### src/rtl/ex_mem_stage.sv
// ex_mem_stage
//   EX -> MEM pipeline register with a 2-entry skid buffer.
//   Accepts EX results from the ID/EX handshake and presents them, with the
//   passthrough MEM/WB control fields, to the MEM stage.
//
// Handshake (both sides): a transfer happens on a rising clock edge where
//   valid and ready are both high in the cycle before that edge. A producer
//   that raises valid keeps valid and its payload stable until the transfer.
//   ex_ready never depends combinationally on mem_ready. It decodes only the
//   state register, so the ready chain is cut at this stage.
//
// Ports
//   clock, reset          single clock; synchronous active-high reset
//   flush                 drop every held entry (redirect / exception)
//   id_valid / ex_ready   upstream handshake
//   EX_*                  incoming payload
//   ex_valid / mem_ready  downstream handshake
//   MEM_*                 registered payload, driven from the main entry
//   dbg_state             FSM state (0 EMPTY, 1 BUSY, 2 FULL)

module ex_mem_stage #(
   parameter int DATA_W = 64,
   parameter int PC_W   = 64,
   parameter int REG_W  = 5
) (
   input  logic              clock,
   input  logic              reset,
   input  logic              flush,
   input  logic              id_valid,
   output logic              ex_ready,
   input  logic [PC_W-1:0]   EX_pc,
   input  logic              EX_w_ena,
   input  logic [REG_W-1:0]  EX_w_addr,
   input  logic [DATA_W-1:0] EX_alu_res,
   input  logic [DATA_W-1:0] EX_data2,
   input  logic [2:0]        EX_memwop,
   input  logic [2:0]        EX_memrop,
   input  logic              EX_mem_ena,
   input  logic              EX_mem_wr,
   input  logic              mem_ready,
   output logic              ex_valid,
   output logic [PC_W-1:0]   MEM_pc,
   output logic              MEM_w_ena,
   output logic [REG_W-1:0]  MEM_w_addr,
   output logic [DATA_W-1:0] MEM_alu_res,
   output logic [DATA_W-1:0] MEM_data2,
   output logic [2:0]        MEM_memwop,
   output logic [2:0]        MEM_memrop,
   output logic              MEM_mem_ena,
   output logic              MEM_mem_wr,
   output logic [1:0]        dbg_state
);

   localparam int PW = PC_W + 1 + REG_W + 2 * DATA_W + 3 + 3 + 1 + 1;

   typedef enum logic [1:0] {
      EMPTY = 2'd0,
      BUSY  = 2'd1,
      FULL  = 2'd2
   } state_t;

   state_t          state;
   logic [PW-1:0]   in_pl;
   logic [PW-1:0]   main_q;
   logic [PW-1:0]   skid_q;
   logic            in_fire;
   logic            out_fire;

   // All payload fields travel as one flat vector; no field is modified.
   assign in_pl = {EX_pc, EX_w_ena, EX_w_addr, EX_alu_res, EX_data2,
                   EX_memwop, EX_memrop, EX_mem_ena, EX_mem_wr};

   assign {MEM_pc, MEM_w_ena, MEM_w_addr, MEM_alu_res, MEM_data2,
           MEM_memwop, MEM_memrop, MEM_mem_ena, MEM_mem_wr} = main_q;

   // Flush hides the head entry in the same cycle and blocks both transfers.
   assign ex_valid  = (state != EMPTY) & ~flush;
   assign ex_ready  = (state != FULL);
   assign in_fire   = id_valid & ex_ready & ~flush;
   assign out_fire  = ex_valid & mem_ready;
   assign dbg_state = state;

   always_ff @(posedge clock) begin
      if (reset) begin
         state  <= EMPTY;
         main_q <= '0;
         skid_q <= '0;
      end else if (flush) begin
         // Payload registers keep their contents; only occupancy is cleared.
         state <= EMPTY;
      end else begin
         case (state)
            EMPTY: begin
               if (in_fire) begin
                  main_q <= in_pl;
                  state  <= BUSY;
               end
            end
            BUSY: begin
               if (in_fire && out_fire) begin
                  main_q <= in_pl;
               end else if (in_fire) begin
                  // MEM is stalled: park the new entry behind the head.
                  skid_q <= in_pl;
                  state  <= FULL;
               end else if (out_fire) begin
                  state <= EMPTY;
               end
            end
            FULL: begin
               // ex_ready is low here, so only the drain side can fire.
               if (out_fire) begin
                  main_q <= skid_q;
                  state  <= BUSY;
               end
            end
            default: state <= EMPTY;
         endcase
      end
   end

endmodule
### config.mk
export PLATFORM = sky130hd
export DESIGN_NAME = ex_mem_stage
export DESIGN_NICKNAME = d
export VERILOG_FILES = /design/src/rtl/ex_mem_stage.sv
export SDC_FILE = /design/constraint.sdc
export NUM_CORES = 1
export LEC_CHECK = 0
export BUFFER_PORTS_ARGS = -buffer_cell sky130_fd_sc_hd__buf_2
export CORE_MARGIN = 8
export CORE_UTILIZATION = 30
export CTS_BUF_LIST = sky130_fd_sc_hd__clkbuf_4
export DETAILED_ROUTE_END_ITERATION = 12
export PLACE_DENSITY = 0.62
export SETUP_SLACK_MARGIN = 0.3
export SLEW_MARGIN = 15
export SYNTH_ARGS = -nofsm -noshare
export SYNTH_HDL_FRONTEND = slang
export SYNTH_SLANG_ARGS = --single-unit
### constraint.sdc
create_clock -name clock -period 1.62 [get_ports clock]
set_input_delay 0.243 -clock clock [delete_from_list [all_inputs] [get_ports clock]]
set_output_delay 0.243 -clock clock [all_outputs]
set_load 0.01 [all_outputs]
=== After elaboration in Yosys (flattened, before gate mapping) ===
Cells that the tools add are included.

* Register bits after elaboration: 414
* Output and inout port bits: 210
* Input bits: 211

* Bitwise operators: 6
* Multiplexer cells: 10
* Reduce and logical (&&, ||, !) cells: 8
* Eq/ne operators: 8

{| class="wikitable"
|+ Operators by type and width
! operator !! count
|-
| $mux 206 || 3
|-
| $pmux 206 s3 || 1
|-
| $mux 2 || 5
|-
| $ne 2x2->1 const B || 5
|-
| $reduce_and 4->1 || 2
|-
| $pmux 2 s3 || 1
|-
| $reduce_and 5->1 || 1
|-
| $and 1x1->1 || 4
|-
| $ne 3x3->1 const B || 1
|-
| $reduce_bool 3->1 || 1
|-
| $eq 2x1->1 const B || 1
|-
| $eq 2x2->1 const B || 1
|-
| $logic_not 2->1 || 1
|-
| $not 1->1 || 2
|-
| $reduce_bool 2->1 || 1
|-
| $reduce_or 2->1 || 1
|-
| $logic_and 1x1->1 || 1
|}

=== Depth between registers and ports, before layout ===
* Word-level depth: 7
* Depth in mapped cells: 7
* Mapped depth without buffers: 4

=== Least setup slack after synthesis ===
No wires, ideal clock.

* Path kind: register -> register
* From: register state[0] (netlist: dbg_state[0])
* To: register skid_q[100]
* Slack: -0.042 ns
* Arrival time: 1.530 ns
* Stages on the path, launching flop included: 8
* Path buffers: 3
* Clock period less this slack: 1.662 ns
* Required time: 1.488 ns
* Cells stage by stage: dfxtp_1 -> nand2b_1 -> or3_1 -> buf_2 -> buf_4 -> buf_4 -> nand2_1 -> a21oi_1

* Longest elaborated chain between the ends: 6
* Elaborated cells on any way between the ends: 10
* Those cells by class: eq/ne (2); bitwise (5); reduce/logical (3)

{| class="wikitable"
|+ RTL lines
! item !! RTL line !! source
|-
| start, declared || 62 || <nowiki>state_t state;</nowiki>
|-
| start signal, assigned || 85 || <nowiki>state <= EMPTY;</nowiki>
|-
| start signal, assigned || 90 || <nowiki>state <= EMPTY;</nowiki>
|-
| start signal, assigned || 96 || <nowiki>state <= BUSY;</nowiki>
|-
| $ne 2x2->1 / $reduce_bool 2->1 (equally long branches) || 78, 77 ||
|-
| $and 1x1->1, on equally long branches || 79, 77 ||
|-
| $and 1x1->1, on equally long branches || 79, 80 ||
|-
| $logic_and 1x1->1 || 100 || <nowiki>if (in_fire && out_fire) begin</nowiki>
|-
| $not 1->1 (no source line) || - ||
|-
| $reduce_and 4->1 (no source line) * || - ||
|-
| end signal, assigned || 104 || <nowiki>skid_q <= in_pl;</nowiki>
|-
| end, declared || 65 || <nowiki>logic [PW-1:0] skid_q;</nowiki>
|}

Mark *: on every way between the ends. The rest lies on a longest branch, timed or not.
A chain may end at the register's enable or synchronous reset.

=== Worst setup path in the final report ===
* From: register state[0] (netlist: dbg_state[0])
* To: register main_q[170]

* Longest elaborated chain between the ends: 6
* Elaborated cells on any way between the ends: 16
* Those cells by class: eq/ne (6); mux (1); bitwise (4); reduce/logical (5)

{| class="wikitable"
|+ RTL lines
! item !! RTL line !! source
|-
| $ne 2x2->1 / $reduce_bool 2->1 (equally long branches) || 78, 77 ||
|-
| $and 1x1->1, on equally long branches || 79, 77 ||
|-
| $and 1x1->1, on equally long branches || 79, 80 ||
|-
| $logic_and 1x1->1 || 100 ||
|-
| $ne 2x2->1 (no source line) || - ||
|-
| $reduce_and 5->1 (no source line) || - ||
|-
| end signal, assigned || 95 || <nowiki>main_q <= in_pl;</nowiki>
|-
| end signal, assigned || 101 || <nowiki>main_q <= in_pl;</nowiki>
|-
| end signal, assigned || 113 || <nowiki>main_q <= skid_q;</nowiki>
|-
| end, declared || 64 || <nowiki>logic [PW-1:0] main_q;</nowiki>
|}

Parallel ways exist; a longest one is shown, timed or not.

==> run metrics <==
Worst Hold Class in2reg; number of global-route vias before repair 19,600; slowest cell delay on critical path 360 ps; worst hold margin 134 ps; flops & latches, synth about 410; Slowest-stage cell, CP dfxtp_4; period utilization 1.21; Worst Path Required 2370 ps; area growth from synthesis to layout 95.1%; Clock Tree Buf Depth 3; cell taking the most area after synthesis dfxtp_1; Starting Density 0.303; Top Ports 421; fin nets 3,100; global-route wire length before repair 110 mm; Setup Skew 67.9 ps; Routability Congestion 0.790; Relative slew margins 0.0378; f_max 508 MHz; sequential cell fraction of total power 0.412; worst path bufs/invs 6; RSZ-0062 raised after global routing true; Lkg Pwr 15.7 nW; number of clock sinks 414; vias around 21,000; Final WS setup -348 ps; DP Wirelength 40.5 mm; Synth top area share 0.455; Worst Setup Path Type reg2reg; Total GRT Usage 0.193; crit-path cells buf_4 -> and3b_2 -> a21oi_4 -> buf_12 -> buf_4 -> buf_12 -> buf_16 -> buf_12 -> o41ai_2; full die area 68,800 sq um; status finished, violations left; ys async rst share 0; power share of the combinational group 0.208; synth warn 0; # rows 90; minimum clock period 1970 ps; clk_lat worst skew ~860 ps; startpoint types flip-flop; DR iter-0 viols between 1,500 and 2,000; CTS tree done; clock network fraction of total power 0.379; Psw around 0.0080 W; crit-path most repeated cell buf_12; Syn Area/Cell 8.67 sq um; sequential share of the synthesized area 0.455; failing checks setup timing; GR Overflow Total 0; placed cell area about 22,000 sq um; Final Max Tran Viols 0; CTS buffer count roughly 110; remaining routing DRC violations 0; IO Port Bufs 420; core footprint 60,100 sq um; commonest non-fill, non-tap cells in the layout 271 x nand2_1, 228 x buf_6, 212 x buf_2; number of synthesized flops with an enable pin 0; Routed Wire Length 96.0 mm; First-pass DRT Iterations 7; delay-heaviest family, CP buffers and inverters; Die Wd roughly 260 um; CTS clk-pin slew, worst paths 60 ps; total number of H-tree levels 3; Final TNS setup -65,510 ps; most common cell after layout, fill and taps aside nand2_1; VDD IR max 0.000688 V; PwrDens about 740 nW/um^2; final instance area 35,500 sq um; share of cells above drive strength 1 0.578; synthesized area 18,200 sq um; initial antenna violation count 14; Internal Power 0.0182 W; pin count of the biggest net entering global routing 87; Area contributors post-synth dfxtp_1 46%, mux2i_1 11%, o41ai_1 9.9%; Critical Path Sink Type flip-flop; clk root buf clkbuf_4; critical-path maximum fanout 6; share of the core filled with cells 0.591; Arrival @ worst endpoint between 2000 and 3000 ps; maxcap violations 0; Post-Syn Instances between 2,000 and 2,500; die height between 200 and 300 um; Cell variety after synth 23; setup violators final about 420; syn nets 2,312; Final Hold Vio Count 0; ys flop type dfxtp_1; Worst Max-Slew Pin Slew approximately 1400 ps; via/cell ratio 5.64; Routed Antenna Nets 0; WL per Instance around 26 um; Sw Share 0.305
## synthesized netlist by cell type, types with 2 or more instances
cell type  instances
nor2_1             2
buf_6              2
o21ai_0          168
buf_4             26
o41ai_1          206
nor2b_1          207
nand2_1          414
o21ai_1           38
a21oi_1          207
dfxtp_1          414
clkbuf_1         139
mux2i_1          206
buf_1              3
nand2b_1           3
buf_2             58
## flip-flops by register name, summed over array words and instances (netlist names)
signal and flops:
main_q 206, dbg_state 2, skid_q 206
## cell families (layout without fill, tap and decap cells)
kind of cell           Yosys count  after routing  share of synthesized area
other                            0             12                          0
AOI/OAI and AO/OA              623            623                      0.214
muxes                          206            206                      0.113
buffers and inverters          228           1095                     0.0572
DFF                            414            414                      0.455
and+or+nand+nor                630            630                      0.160
## what timing repair did
action / in CTS / in global routing
pin swaps: 32 / 291
gates cloned: 27 / 74
hold buffers: 217 / 0
endpoints found under the setup margin: 623 / 623
resized for setup: 683 / 1014
buffers inserted: 20 / 45
hold endpoints to repair: 414 / 0
## power groups by stage
stage                     clock [W]  sequential (W)  combinational, W
after CTS                   0.00987          0.0108           0.00385
final                       0.00995          0.0108           0.00546
after global routing         0.0107          0.0108           0.00565
after global placement            0          0.0109           0.00233
after floorplan                   0          0.0110           0.00114
after detailed placement          0          0.0109           0.00239
## layer usage
metal | vias up | GRT usage | wire (um)
met2 | 1167 | 0.343 | 48400
li1 | 9161 | - | -
met5 | - | 0 | 82
met1 | 10400 | 0.213 | 35100
met3 | 435 | 0.0530 | 6510
met4 | 12 | 0.0879 | 5980
## path summary, 6_finish.rpt
| kind | slack (ps) | cells past startpoint | from | endpoint |
|---|---|---|---|---|
| setup / recovery | -350 | 9 | dbg_state[0]$_SDFFE_PP0P_ | main_q[170]$_SDFFE_PP0P_ |
| hold / removal | 130 | 4 | flush | main_q[12]$_SDFFE_PP0P_ |
| setup reg to reg | -350 | 9 | dbg_state[0]$_SDFFE_PP0P_ | main_q[170]$_SDFFE_PP0P_ |
| hold reg to reg | 450 | 2 | skid_q[14]$_SDFFE_PP0P_ | skid_q[14]$_SDFFE_PP0P_ |
## area by class of cell
type	instances	area [sq um]
Sequential cell	414	8550
Tap cell	782	978
Fill cell	4286	24600
Clock buffer	169	1270
Clock inverter	25	163
Timing Repair Buffer	901	10500
Multi-Input combinational cell	1459	14000
Antenna cell	12	30.0
## stage by stage
step           worst slack (ps)  instances  power (W)
2_1_floorplan               153       2101     0.0121
3_3_place_gp               21.3       3173     0.0132
4_1_cts                    -339       3631     0.0245
3_5_place_dp              -12.2       3173     0.0133
5_1_grt                    -450       3761     0.0272
6_report                   -348       3762     0.0262
## worst min-delay path, stage by stage
cell	delay (ps)
buf_8	120
buf_12	200
o21ai_0	270
o41ai_1	70
Power figures use the tool's default switching activity.
